### src/rtl/axilite_master.sv
// Single-outstanding AXI4-Lite master: turns one valid/ready command into one
// AXI4-Lite read or write and returns the result on a valid/ready response port.
module axilite_master #(
  parameter int DATA_WIDTH = 32,
  parameter int ADDR_WIDTH = 32
) (
  input  logic                  clk,
  input  logic                  rst_n,
  input  logic                  cmd_valid,
  output logic                  cmd_ready,
  input  logic                  cmd_write,
  input  logic [ADDR_WIDTH-1:0] cmd_addr,
  input  logic [DATA_WIDTH-1:0] cmd_wdata,
  input  logic [3:0]            cmd_wstrb,
  output logic                  rsp_valid,
  input  logic                  rsp_ready,
  output logic                  rsp_write,
  output logic [DATA_WIDTH-1:0] rsp_rdata,
  output logic [1:0]            rsp_resp,
  output logic [ADDR_WIDTH-1:0] m_awaddr,
  output logic                  m_awvalid,
  input  logic                  m_awready,
  output logic [DATA_WIDTH-1:0] m_wdata,
  output logic [3:0]            m_wstrb,
  output logic                  m_wvalid,
  input  logic                  m_wready,
  input  logic [1:0]            m_bresp,
  input  logic                  m_bvalid,
  output logic                  m_bready,
  output logic [ADDR_WIDTH-1:0] m_araddr,
  output logic                  m_arvalid,
  input  logic                  m_arready,
  input  logic [DATA_WIDTH-1:0] m_rdata,
  input  logic [1:0]            m_rresp,
  input  logic                  m_rvalid,
  output logic                  m_rready
);

  typedef enum logic [2:0] {
    IDLE    = 3'd0,
    WR_AW_W = 3'd1,
    WR_B    = 3'd2,
    RD_AR   = 3'd3,
    RD_R    = 3'd4,
    RSP     = 3'd5
  } state_t;

  state_t                state_q, state_d;
  logic [ADDR_WIDTH-1:0] awaddr_q, awaddr_d;
  logic [ADDR_WIDTH-1:0] araddr_q, araddr_d;
  logic [DATA_WIDTH-1:0] wdata_q, wdata_d;
  logic [3:0]            wstrb_q, wstrb_d;
  logic                  awvalid_q, awvalid_d;
  logic                  wvalid_q, wvalid_d;
  logic                  arvalid_q, arvalid_d;
  logic                  rsp_write_q, rsp_write_d;
  logic [DATA_WIDTH-1:0] rsp_rdata_q, rsp_rdata_d;
  logic [1:0]            rsp_resp_q, rsp_resp_d;

  always_ff @(posedge clk or negedge rst_n) begin
    if (!rst_n) begin
      state_q     <= IDLE;
      awaddr_q    <= '0;
      araddr_q    <= '0;
      wdata_q     <= '0;
      wstrb_q     <= '0;
      awvalid_q   <= 1'b0;
      wvalid_q    <= 1'b0;
      arvalid_q   <= 1'b0;
      rsp_write_q <= 1'b0;
      rsp_rdata_q <= '0;
      rsp_resp_q  <= '0;
    end else begin
      state_q     <= state_d;
      awaddr_q    <= awaddr_d;
      araddr_q    <= araddr_d;
      wdata_q     <= wdata_d;
      wstrb_q     <= wstrb_d;
      awvalid_q   <= awvalid_d;
      wvalid_q    <= wvalid_d;
      arvalid_q   <= arvalid_d;
      rsp_write_q <= rsp_write_d;
      rsp_rdata_q <= rsp_rdata_d;
      rsp_resp_q  <= rsp_resp_d;
    end
  end

  always_comb begin
    state_d     = state_q;
    awaddr_d    = awaddr_q;
    araddr_d    = araddr_q;
    wdata_d     = wdata_q;
    wstrb_d     = wstrb_q;
    awvalid_d   = awvalid_q;
    wvalid_d    = wvalid_q;
    arvalid_d   = arvalid_q;
    rsp_write_d = rsp_write_q;
    rsp_rdata_d = rsp_rdata_q;
    rsp_resp_d  = rsp_resp_q;
    case (state_q)
      IDLE: begin
        if (cmd_valid) begin
          rsp_write_d = cmd_write;
          if (cmd_addr[1:0] != 2'b00) begin
            // Misaligned: answer SLVERR locally, never touch the bus
            rsp_resp_d  = 2'b10;
            rsp_rdata_d = '0;
            state_d     = RSP;
          end else if (cmd_write) begin
            awaddr_d  = cmd_addr;
            wdata_d   = cmd_wdata;
            wstrb_d   = cmd_wstrb;
            awvalid_d = 1'b1;
            wvalid_d  = 1'b1;
            state_d   = WR_AW_W;
          end else begin
            araddr_d  = cmd_addr;
            arvalid_d = 1'b1;
            state_d   = RD_AR;
          end
        end
      end
      WR_AW_W: begin
        // AW and W complete independently; leave once both are done
        if (awvalid_q && m_awready) awvalid_d = 1'b0;
        if (wvalid_q && m_wready)   wvalid_d  = 1'b0;
        if (!awvalid_d && !wvalid_d) state_d = WR_B;
      end
      WR_B: begin
        if (m_bvalid) begin
          rsp_resp_d  = m_bresp;
          rsp_rdata_d = '0;
          state_d     = RSP;
        end
      end
      RD_AR: begin
        if (m_arready) begin
          arvalid_d = 1'b0;
          state_d   = RD_R;
        end
      end
      RD_R: begin
        if (m_rvalid) begin
          rsp_rdata_d = m_rdata;
          rsp_resp_d  = m_rresp;
          state_d     = RSP;
        end
      end
      RSP: begin
        if (rsp_ready) state_d = IDLE;
      end
      default: state_d = IDLE;
    endcase
  end

  assign cmd_ready = (state_q == IDLE);
  assign rsp_valid = (state_q == RSP);
  assign m_bready  = (state_q == WR_B);
  assign m_rready  = (state_q == RD_R);
  assign rsp_write = rsp_write_q;
  assign rsp_rdata = rsp_rdata_q;
  assign rsp_resp  = rsp_resp_q;
  assign m_awaddr  = awaddr_q;
  assign m_awvalid = awvalid_q;
  assign m_wdata   = wdata_q;
  assign m_wstrb   = wstrb_q;
  assign m_wvalid  = wvalid_q;
  assign m_araddr  = araddr_q;
  assign m_arvalid = arvalid_q;

endmodule

### config.mk
export PLATFORM = sky130hd
export DESIGN_NAME = axilite_master
export DESIGN_NICKNAME = d
export VERILOG_FILES = /design/src/rtl/axilite_master.sv
export SDC_FILE = /design/constraint.sdc
export NUM_CORES = 1
export LEC_CHECK = 0
export BUFFER_PORTS_ARGS = -buffer_cell sky130_fd_sc_hd__buf_2
export CAP_MARGIN = 20
export CORE_MARGIN = 8
export CORE_UTILIZATION = 51
export DETAILED_ROUTE_END_ITERATION = 16
export GPL_TIMING_DRIVEN = 0
export PLACE_DENSITY = 0.93
export SLEW_MARGIN = 0
export SYNTH_ARGS = -nofsm -noshare
export SYNTH_HDL_FRONTEND = slang
export SYNTH_SLANG_ARGS = --single-unit
export TNS_END_PERCENT = 100
### constraint.sdc
create_clock -name clk -period 5.1 [get_ports clk]
set_clock_uncertainty 0.2 [all_clocks]
set_input_delay 1.02 -clock clk [delete_from_list [all_inputs] [get_ports clk]]
set_output_delay 1.02 -clock clk [all_outputs]
set_load 0.005 [all_outputs]
### Word-level counts from Yosys, hierarchy flattened

Cells that the tools add are included.

| cells by class | value |
|---|---|
| bitwise gates (word level) | 2 |
| div/mod/pow operators | 0 |
| multiply operators | 0 |
| equality and inequality tests | 15 |
| shift-type cells | 0 |
| $add $sub $neg | 0 |
| magnitude comparators | 0 |
| reductions and logical operators | 17 |
| mux-type cells | 33 |

Operators by type and width:

| operator | number |
|---|---|
| $mux 32 | 4 |
| $pmux 32 s3 | 1 |
| $mux 3 | 7 |
| $pmux 3 s6 | 1 |
| $ne 2x2->1 const B | 7 |
| $reduce_and 4->1 | 3 |
| $mux 1 | 11 |
| $mux 2 | 5 |
| $reduce_and 5->1 | 2 |
| $eq 3x2->1 const B | 2 |
| $eq 3x3->1 const B | 2 |
| $ne 2x1->1 const B | 3 |
| $pmux 1 s2 | 3 |
| $pmux 2 s3 | 1 |
| $reduce_and 6->1 | 1 |
| $reduce_bool 2->1 | 3 |
| $eq 3x1->1 const B | 1 |
| $logic_and 1x1->1 | 3 |
| $logic_not 3->1 | 1 |
| $reduce_bool 3->1 | 1 |
| $logic_not 1->1 | 2 |
| $not 1->1 | 2 |
| $reduce_and 2->1 | 1 |

| word-level totals | value |
|---|---|
| memories | 0 |
| register bits after elaboration | 141 |
| bits in read-only memories | 0 |
| input bits | 114 |
| output and inout port bits | 142 |
| bits in latches | 0 |
| memory bits (writable) | 0 |

### Longest topological paths before layout

| depth | value |
|---|---|
| word-level depth | 7 |
| mapped depth | 6 |

### Worst setup path before layout

OpenSTA, ideal clock, no wires.

| timing path | value |
|---|---|
| kind | register -> output |
| start point | reg state_q[1] |
| end point | out m_rready |
| slack | 2.631 ns |
| path buffers | 2 |
| arrival | 1.249 ns |
| cell stages (with the launch flop) | 5 |
| data required time | 3.880 ns |
| cells stage by stage | dfrtp_1 -> buf_2 -> nand2b_1 -> nor2_1 -> clkbuf_1 |

| on the way | value |
|---|---|
| cells in the longest elaborated chain, start to end | 1 |

Ends and longest elaborated chain:

| item | RTL line | source |
|---|---|---|
| start, declared | 48 | `state_t state_q, state_d;` |
| start signal, assigned | 74 | `state_q <= state_d;` |
| $eq 3x3->1 | 159 | `assign m_rready = (state_q == RD_R);` |
| end, declared | 36 | `output logic m_rready` |

Every way passes these cells.

### Worst setup path after layout

Ends and elaborated chain as after synthesis.

==> run_results.csv <==
group,metric,value,unit
placement,pre_cts_ws,2130,ps
routing,ant_nets,0,
placement,placed_area,0.00719,mm²
placement,place_congestion,0.861,
power_and_ir_drop,peakVddDrop,0.000382,V
cells_and_area,filler_cell_count,736,
timing,tightest_slew,596,ps
grt,track_usage,22.1,%
routing,vias,4257,
clock_network,clkLatencyLatePin,520,ps
timing,fmax,286,MHz
cells_and_area,utilization,71.6,%
grt,antenna_found_initial,0,
timing,rsz0062_at_grt,"false",
timing,fin_setup_tns,0,ps
grt,grt_max_degree,78,
clock_network,htreeDepth,4,
floorplanning,rows,38,
logic_synthesis,yosys.cell_types.count,26,
cells_and_area,area_growth,36.7,%
floorplanning,die_w,122,µm
routing,wirelength,16.1,mm
timing,relSlewSlack,60.2,%
placement,dpl.hpwl,12.1,mm
worst_setup_path,critical_path_class,"register to output pin",
cells_and_area,layout_commonest_cell,"buf_2",
routing,drtIter0Drc,159,
worst_setup_path,cp-start-kind,"register",
cells_and_area,design_area,0.00780,mm²
timing,finalHoldViolations,0,
flow_run,cap_violations,0,
grt,grt_pass1_vias,4743,
worst_setup_path,cp_max_fo,10,
clock_network,post-cts-setup-buffer-count,0,
routing,firstDrtPassIters,4,
clock_network,postCtsResizedCells,0,
logic_synthesis,ys_seq_area_share,61.9,%
logic_synthesis,synth.avg_cell_area,13.6,µm²
floorplanning,core,0.0109,mm²
floorplanning,ios,256,
worst_setup_path,cp.arrival,2270,ps
cells_and_area,fin_nets,807,
worst_setup_path,critPathLaunch,"state_q[1]",
worst_setup_path,regToRegStartpoint,"state_q[1]",
clock_network,ctsHoldBuffers,0,
timing,layout_min_cycle_time,3490,ps
floorplanning,initial_core_util,52.4,%
clock_network,clk_path_buf_depth,2,
floorplanning,die_y,122,µm
worst_setup_path,end_kind,"output pin",
logic_synthesis,syn-instance-count,418,
timing,fin_ws,1610,ps
clock_network,cts_buffers,17,
power_and_ir_drop,powerDensity,584,mW/mm²
power_and_ir_drop,p_total,4.56,mW
logic_synthesis,ys_seq_elements,141,
timing,fin_crit_sh,68.5,%
grt,grt_pass1_wl,25.1,mm
logic_synthesis,syn_nets,532,
routing,via_per_inst,5.03,
cells_and_area,layout-drive-gt1-share,57.4,%
worst_setup_path,cp.required,3880,ps
placement,port_buffers,255,
clock_network,clkTransAtPathRegs,60,ps
grt,grt_overflow,0,
worst_hold_path,hp-class,"input port to asynchronous set/reset pin",
floorplanning,dieArea,0.0148,mm²
timing,setup_violations,0,
cells_and_area,layout.cells.most_common_list,"buf_2, dfrtp_1, mux2_2",
clock_network,clock-sinks,141,
logic_synthesis,yosys_warnings,0,
cells_and_area,diodes,0,
routing,routedWlPerCell,19.1,µm
clock_network,cts_tree,"built",
status,outcome,"finished clean",
timing,drv_slew,0,
power_and_ir_drop,p_leak,4.33,nW
clock_network,root_buffer,"clkbuf_8",
logic_synthesis,netlist_area,0.00570,mm²
routing,drc,0,
## area by class of cell
class                           instances  area, µm²  area share (%)
Multi-Input combinational cell        224       1920            24.6
Clock buffer                           22        473            6.07
Buffer                                 21        136            1.75
Clock inverter                         10        136            1.75
Timing Repair Buffer                  256       1310            16.8
Tap cell                              140        175            2.25
Sequential cell                       141       3530            45.3
Inverter                               32        120            1.54
## critical path: stages (launching register included)
cell	delay, ps
dfrtp_1	410
buf_2	190
nand2b_1	170
nor2_1	400
clkbuf_1	380
buf_2	190
## final timing paths
check,end,cells after the start,slack (ps)
setup reg to reg,rsp_rdata[12],6,2980
min in group clk,m_awaddr[1],1,290
hold reg to reg,m_awaddr[1],1,290
max in group asynchronous,m_wdata[27],2,3640
hold / removal,m_araddr[4],1,280
setup / recovery,m_rready,5,1610
## flip-flops by register name (all words and copies together), names as in the netlist
register and cells:
m_araddr 32, m_arvalid 1, m_awaddr 32, m_awvalid 1
m_wdata 32, m_wstrb 4, m_wvalid 1, rsp_rdata 32
rsp_resp 2, rsp_write 1, state_q 3
## through the flow
stage	std cells	hold WS (ps)
3_3_place_gp	813	267
5_1_grt	846	309
4_1_cts	846	281
6_report	846	284
2_1_floorplan	418	278
3_5_place_dp	814	277
## cells by family after synthesis
group,count (synthesis),share of synthesized area [%]
simple gates,75,6.25
mux,134,25.7
flops,141,61.9
compound gates,15,1.65
buf+inv,53,4.50
## power breakdown
group | internal, mW | leakage (nW) | total (mW) | switching (mW)
sequential | 1.56 | 1.83 | 1.81 | 0.247
combinational | 0.787 | 2.21 | 1.50 | 0.717
clock | 0.795 | 0.293 | 1.24 | 0.449
## cells in the mapped netlist
master    instances  area share, %
or3b_1            1           0.15
and4_1            1           0.15
o22ai_1           1           0.11
nor2_1           10           0.66
nand4_2           1           0.22
nor4b_1           1           0.15
nor3_1            1          0.088
nand2_1          44            2.9
dfrtp_1         141             62
clkbuf_1          5           0.33
nor3_4            1           0.29
o21a_1            1           0.13
buf_6             6            1.2
o22a_1            1           0.15
nor2b_1           5           0.55
nand2b_1          5           0.55
o41ai_1           1           0.15
a22oi_1           1           0.13
a221o_1           1           0.18
o21ai_0           5           0.44
buf_2            10           0.88
and2_1            5           0.55
mux2_2          100             20
a21oi_1           4           0.35
inv_1            32            2.1
mux2i_1          34            6.0
## per-layer routing
layer	routed length [µm]	vias to the layer above	global-route usage, %
met3	2050	25	11.8
met1	5530	2089	21.5
li1	-	1951	-
met5	0	-	0
met4	226	0	8.48
met2	8310	192	38.9
(Power assumes the default switching activity.)
